<file path="src/rtl/color_scan_ctrl.sv">
// Frame-sequenced RGB565 ROI classifier: counts red/green/blue pixels over one frame and votes a colour.
// Define COLOR_SCAN_CONT_EN for continuous mode (a result every frame, start ignored).
module color_scan_ctrl #(
   parameter int ROI_X0  = 40,
   parameter int ROI_X1  = 119,
   parameter int ROI_Y0  = 30,
   parameter int ROI_Y1  = 89,
   parameter int MIN_PIX = 64,
   parameter int CNT_W   = 13
) (
   input  logic        p_clock,
   input  logic        rst,
   input  logic        start,
   input  logic        vsync,
   input  logic        href,
   input  logic        pix_valid,
   input  logic [15:0] pixel_data,
   output logic        busy,
   output logic        done,
   output logic [2:0]  color,
   output logic [2:0]  led
);
   typedef enum logic [1:0] {IDLE, WAIT_FRAME, ACCUM, DECIDE} state_t;

   localparam logic [1:0]       CLS_NONE = 2'd0;
   localparam logic [1:0]       CLS_R    = 2'd1;
   localparam logic [1:0]       CLS_G    = 2'd2;
   localparam logic [1:0]       CLS_B    = 2'd3;
   localparam logic [9:0]       X0       = 10'(ROI_X0);
   localparam logic [9:0]       X1       = 10'(ROI_X1);
   localparam logic [9:0]       Y0       = 10'(ROI_Y0);
   localparam logic [9:0]       Y1       = 10'(ROI_Y1);
   localparam logic [CNT_W-1:0] MIN_CNT  = CNT_W'(MIN_PIX);

   function automatic logic [1:0] classify(input logic [15:0] px);
      logic [4:0] r;
      logic [5:0] g;
      logic [4:0] b;
      r = px[15:11];
      g = px[10:5];
      b = px[4:0];
      if (r > 5'd17 && g < 6'd20 && b < 5'd11)      classify = CLS_R;
      else if (r < 5'd11 && g > 6'd28 && b < 5'd11) classify = CLS_G;
      else if (r < 5'd11 && g < 6'd20 && b > 5'd17) classify = CLS_B;
      else                                          classify = CLS_NONE;
   endfunction

   function automatic logic [CNT_W-1:0] sat_cnt(input logic [CNT_W-1:0] c);
      sat_cnt = (c == '1) ? c : c + 1'b1;
   endfunction

   function automatic logic [9:0] sat_pos(input logic [9:0] p);
      sat_pos = (p == 10'd1023) ? p : p + 10'd1;
   endfunction

   function automatic logic [2:0] vote(input logic [CNT_W-1:0] r, input logic [CNT_W-1:0] g,
                                       input logic [CNT_W-1:0] b);
      if (r > g && r > b && r >= MIN_CNT)      vote = 3'b100;
      else if (g > r && g > b && g >= MIN_CNT) vote = 3'b010;
      else if (b > r && b > g && b >= MIN_CNT) vote = 3'b001;
      else                                     vote = 3'b111;
   endfunction

   state_t           state, state_nxt;
   logic             vs_p0, vs_p1, hr_p0, hr_p1, pv_p0;
   logic [15:0]      px_p0;
   logic [9:0]       col, row, pix_col;
   logic [CNT_W-1:0] cnt_r, cnt_g, cnt_b;
   logic             vs_edge, hr_rise, hr_fall, pix_take, in_roi, count_en, clr_cnt;
   logic [1:0]       pix_cls;
   logic [2:0]       result;

`ifdef COLOR_SCAN_CONT_EN
   logic unused_start;
   assign unused_start = start;
`endif

   // Stage p0: input capture; p1 holds the previous sync levels for edge detection
   always_ff @(posedge p_clock) begin
      px_p0 <= pixel_data;
      if (rst) begin
         vs_p0 <= 1'b0;
         vs_p1 <= 1'b0;
         hr_p0 <= 1'b0;
         hr_p1 <= 1'b0;
         pv_p0 <= 1'b0;
      end else begin
         vs_p0 <= vsync;
         vs_p1 <= vs_p0;
         hr_p0 <= href;
         hr_p1 <= hr_p0;
         pv_p0 <= pix_valid;
      end
   end

   assign vs_edge  = vs_p0 & ~vs_p1;
   assign hr_rise  = hr_p0 & ~hr_p1;
   assign hr_fall  = ~hr_p0 & hr_p1;
   assign pix_take = hr_p0 & pv_p0;
   assign pix_col  = hr_rise ? '0 : col;
   assign in_roi   = (pix_col >= X0) && (pix_col <= X1) && (row >= Y0) && (row <= Y1);
   assign pix_cls  = classify(px_p0);
   // The ending vsync edge cycle is excluded so a pixel sampled with it never counts
   assign count_en = (state == ACCUM) && !vs_edge && pix_take && in_roi;
   assign clr_cnt  = (state_nxt == ACCUM) && (state != ACCUM);
   assign result   = vote(cnt_r, cnt_g, cnt_b);
   assign busy     = (state != IDLE);

   always_ff @(posedge p_clock) begin
      if (rst || vs_edge) begin
         col <= '0;
         row <= '0;
      end else begin
         if (hr_rise)       col <= pv_p0 ? 10'd1 : 10'd0;
         else if (pix_take) col <= sat_pos(col);
         if (hr_fall)       row <= sat_pos(row);
      end
   end

   // Stage p1: class counters updated one edge after the pixel was sampled
   always_ff @(posedge p_clock) begin
      if (rst || clr_cnt) begin
         cnt_r <= '0;
         cnt_g <= '0;
         cnt_b <= '0;
      end else if (count_en) begin
         case (pix_cls)
            CLS_R:   cnt_r <= sat_cnt(cnt_r);
            CLS_G:   cnt_g <= sat_cnt(cnt_g);
            CLS_B:   cnt_b <= sat_cnt(cnt_b);
            default: ;
         endcase
      end
   end

   always_ff @(posedge p_clock) begin
      if (rst) state <= IDLE;
      else     state <= state_nxt;
   end

   always_comb begin
      state_nxt = state;
      case (state)
`ifdef COLOR_SCAN_CONT_EN
         IDLE:       state_nxt = WAIT_FRAME;
`else
         IDLE:       if (start) state_nxt = WAIT_FRAME;
`endif
         WAIT_FRAME: if (vs_edge) state_nxt = ACCUM;
         ACCUM:      if (vs_edge) state_nxt = DECIDE;
`ifdef COLOR_SCAN_CONT_EN
         DECIDE:     state_nxt = ACCUM;
`else
         DECIDE:     state_nxt = IDLE;
`endif
         default:    state_nxt = IDLE;
      endcase
   end

   // Stage p2: result registers, loaded as DECIDE completes
   always_ff @(posedge p_clock) begin
      if (rst) begin
         done  <= 1'b0;
         color <= 3'b000;
         led   <= 3'b000;
      end else begin
         done <= (state == DECIDE);
         if (state == DECIDE) begin
            color <= result;
            led   <= result;
         end
      end
   end
endmodule

</file>
<file path="config.mk">
export PLATFORM = sky130hd
export DESIGN_NAME = color_scan_ctrl
export DESIGN_NICKNAME = d
export VERILOG_FILES = /design/src/rtl/color_scan_ctrl.sv
export SDC_FILE = /design/constraint.sdc
export NUM_CORES = 1
export LEC_CHECK = 0
export BUFFER_PORTS_ARGS = -buffer_cell sky130_fd_sc_hd__buf_2
export CAP_MARGIN = 20
export CORE_AREA = 3 3 94 96
export DETAILED_ROUTE_END_ITERATION = 12
export DIE_AREA = 0 0 97 99
export HOLD_SLACK_MARGIN = 0.15
export PLACE_DENSITY = 0.77
export SLEW_MARGIN = 20
export SYNTH_ARGS = -nofsm -noshare
export SYNTH_HDL_FRONTEND = slang
export SYNTH_SLANG_ARGS = --single-unit
export TNS_END_PERCENT = 100
</file>
<file path="constraint.sdc">
create_clock -name p_clock -period 3.44 [get_ports p_clock]
set_input_delay 0.86 -clock p_clock [delete_from_list [all_inputs] [get_ports p_clock]]
set_output_delay 0.86 -clock p_clock [all_outputs]
set_load 0.01 [all_outputs]
</file>
==> qor.yml <==
floorplanning:
  initial_core_util_pct: 59.0
  ios: 30
  core_area_sq_mm: 0.00813
  dieWidth_microns: 97
  rows: 33
  die-area_sq_mm: 0.00960
  die_h_microns: 99
sta:
  tightest_slew_ns: 0.741
  maxSlewViolCount: 0
  rsz0062_at_grt: "no"
  fin_skew_ns: 0.0109
  fmax_ghz: 0.377
  hold_violations: 0
  finalSetupViolCount: 0
  finalCritPeriodShare_pct: 77.1
  period_minus_slack_ns: 2.65
  final.setup.tns_ns: 0
  maxSlewHeadroom_pct: 50.0
worst_setup_path:
  reg2reg_from: "row[1]"
  timing.rr.end: "cnt_b[4]"
  cp-start-kind: "register"
  worst-r2r-setup-slack_ns: 0.79
  cp.arrival_ns: 2.94
  crit_start: "row[1]"
  worst_r2r_path_depth: 8
  cp_max_fo: 16
  required_ns: 3.73
  crit_path_end_kind: "register"
  critical_path_class: "reg -> reg"
placed_design:
  io_buffers: 29
  dpl.hpwl_mm: 8.06
  gp_congestion: 0.874
layout:
  final_nets: 661
  area_growth_pct: 8.55
  final_common_cell: "dfxtp_1"
  layout-drive-gt1-share_pct: 9.44
  num_antenna_cells: 0
  layout_common_cells: "dfxtp_1, nor2_1, ha_1"
  fillers: 673
power:
  p_seq_share_pct: 54.2
  power.total_w: 0.00189
  internal_power_w: 0.00145
  switching_share_pct: 23.2
  p_leak_nw: 2.00
  pwr_density_cell_mw_per_mm2: 362
  p_sw_w: 0.000437
  p_comb_share_pct: 3.5
  clock_power_share_pct: 42.3
  peakVddDrop_uv: 355
yosys:
  synthArstFlopShare_pct: 0
  synth_cells: 569
  ys_seq_elements: 86
  yosysSeqAreaShare_pct: 35.9
  synth_edf_count: 0
  ys.flop_type: "dfxtp_1"
  syn_area_sq_mm: 0.00480
  syn-num-nets: 641
  synth_cell_type_count: 56
  yosysWarnings: 0
  avgSynthCellArea_sq_um: 8.44
drt:
  drtAntennaViolNets: 0
  dr_total_vias: 4261
  post_drt_via_cell_ratio: 6.10
  drtIter0Drc: 245
  drcViolationCount: 0
  firstDrtPassIters: 4
  wl_mm: 11.2
  wl_per_cell_microns: 16.0
clock_tree:
  numCtsBuffers: 9
  post-cts-setup-buffer-count: 0
  postCtsHoldBufs: 0
  h-tree-depth: 3
  ctsRootBufferMaster: "clkbuf_8"
  post_cts_resized: 0
  cts.sinks: 86
  cts_buffer_depth: 2
  insertion_delay_ns: 0.36
  cts_tree: "done"
  path_clk_slew_ns: 0.09
worst_hold_path:
  hp-class: "reg -> reg"
  min_from: "cnt_r[11]"
  min_to: "cnt_r[11]"
  whs_path_depth: 2
run:
  max_cap_violations: 0
run_status:
  status: "completed"
global_route:
  grt_max_degree: 33
  grt_overflow: 0
  grt_pass1_wl_mm: 18.8
  grt_usage_pct: 23.7
  antenna_found_initial: 0
  first_global_vias: 4024
==> critical path, stage by stage (launching register included) <==
cell	delay, ns
dfxtp_1	0.36
inv_1	0.12
ha_1	0.15
o21bai_1	0.07
a31o_1	0.23
a21o_1	0.25
or4_1	0.78
or4_1	0.47
a21oi_1	0.15
==> layer usage <==
metal  track usage [%]  part of all wire (%)
met4              9.94                   2.7
met1              31.4                    45
met2              38.1                    47
met5                 0                     0
met3              4.53                   5.3
==> sequential cells by signal (all words and copies together), names as in the netlist, 2 cells and up <==
register,flops
cnt_r,13
cnt_g,13
col,10
led,3
state,2
row,10
px_p0,16
cnt_b,13
==> cell type report <==
cell class / count / area [sq um] / share of cell area [%]
multi-input combinational: 425 / 2850 / 54.6
timing repair buffer: 31 / 160 / 3.07
inverter: 36 / 135 / 2.59
tap: 105 / 131 / 2.52
sequential: 86 / 1720 / 33.0
clock buffer: 9 / 124 / 2.38
clock inverter: 6 / 95.1 / 1.82
==> cell families (layout without fill, tap and decap cells) <==
family / after synthesis / in the layout / share of synthesized area [%]
AND/OR/NAND/NOR: 232 / 232 / 25.1
AO/OA/AOI/OAI: 118 / 118 / 16.3
flip-flops: 86 / 86 / 35.9
buffers and inverters: 58 / 82 / 5.03
adder cells (fa/ha/maj): 50 / 50 / 13.0
XOR/XNOR: 19 / 19 / 3.47
multiplexers: 6 / 6 / 1.28
==> worst max path at each step <==
stage	to	depth (start not counted)	slack (ns)
5_1_grt	cnt_b[8]	8	0.56
6_report	cnt_b[4]	8	0.79
3_3_place_gp	cnt_b[4]	7	0.92
2_1_floorplan	cnt_b[10]	10	1.08
4_1_cts	cnt_b[4]	8	0.82
3_5_place_dp	cnt_b[4]	8	0.84
==> Yosys cell counts (5+ instances only) <==
master / n / area, sq um
o211ai_1: 5 / 37.5
a31oi_1: 5 / 31.3
xor2_1: 11 / 96.3
nor2_1: 53 / 199
nand2b_1: 8 / 50.1
nand4_1: 27 / 169
a211oi_1: 5 / 37.5
or3_1: 9 / 56.3
a21oi_1: 36 / 180
and4_1: 5 / 43.8
nand3_1: 28 / 140
clkbuf_1: 14 / 52.6
xnor2_1: 8 / 70.1
inv_1: 36 / 135
ha_1: 50 / 626
and3_1: 8 / 50.1
o31ai_1: 11 / 82.6
mux2i_1: 5 / 50.1
o21ai_0: 20 / 100
nor3_1: 12 / 60.1
nor4_1: 9 / 56.3
nor2b_1: 6 / 37.5
dfxtp_1: 86 / 1720
or4_1: 12 / 90.1
nand2_1: 41 / 154
==> through the flow <==
step	instances	setup slack (ns)	instance area (sq um)	utilization, %	hold WS, ns
after floorplan	569	1.08	4800	-	0.444
after global placement	683	0.921	4990	61.3	0.455
after detailed placement	683	0.839	4990	61.3	0.470
after CTS	698	0.819	5210	64.0	0.484
after global routing	698	0.561	5210	64.1	0.511
final	698	0.787	5210	64.1	0.488
==> power by group through the flow <==
| stage | Clock (W) | Sequential, W | Combinational, W |
|---|---|---|---|
| 6_report | 0.000799 | 0.00102 | 0.0000657 |
| 5_1_grt | 0.000851 | 0.00103 | 0.0000739 |
| 4_1_cts | 0.000812 | 0.00102 | 0.0000654 |
| 3_5_place_dp | 0 | 0.00105 | 0.0000651 |
| 3_3_place_gp | 0 | 0.00105 | 0.0000637 |
| 2_1_floorplan | 0 | 0.00104 | 0.0000422 |
No activity file was read; power rests on OpenSTA's default activity.
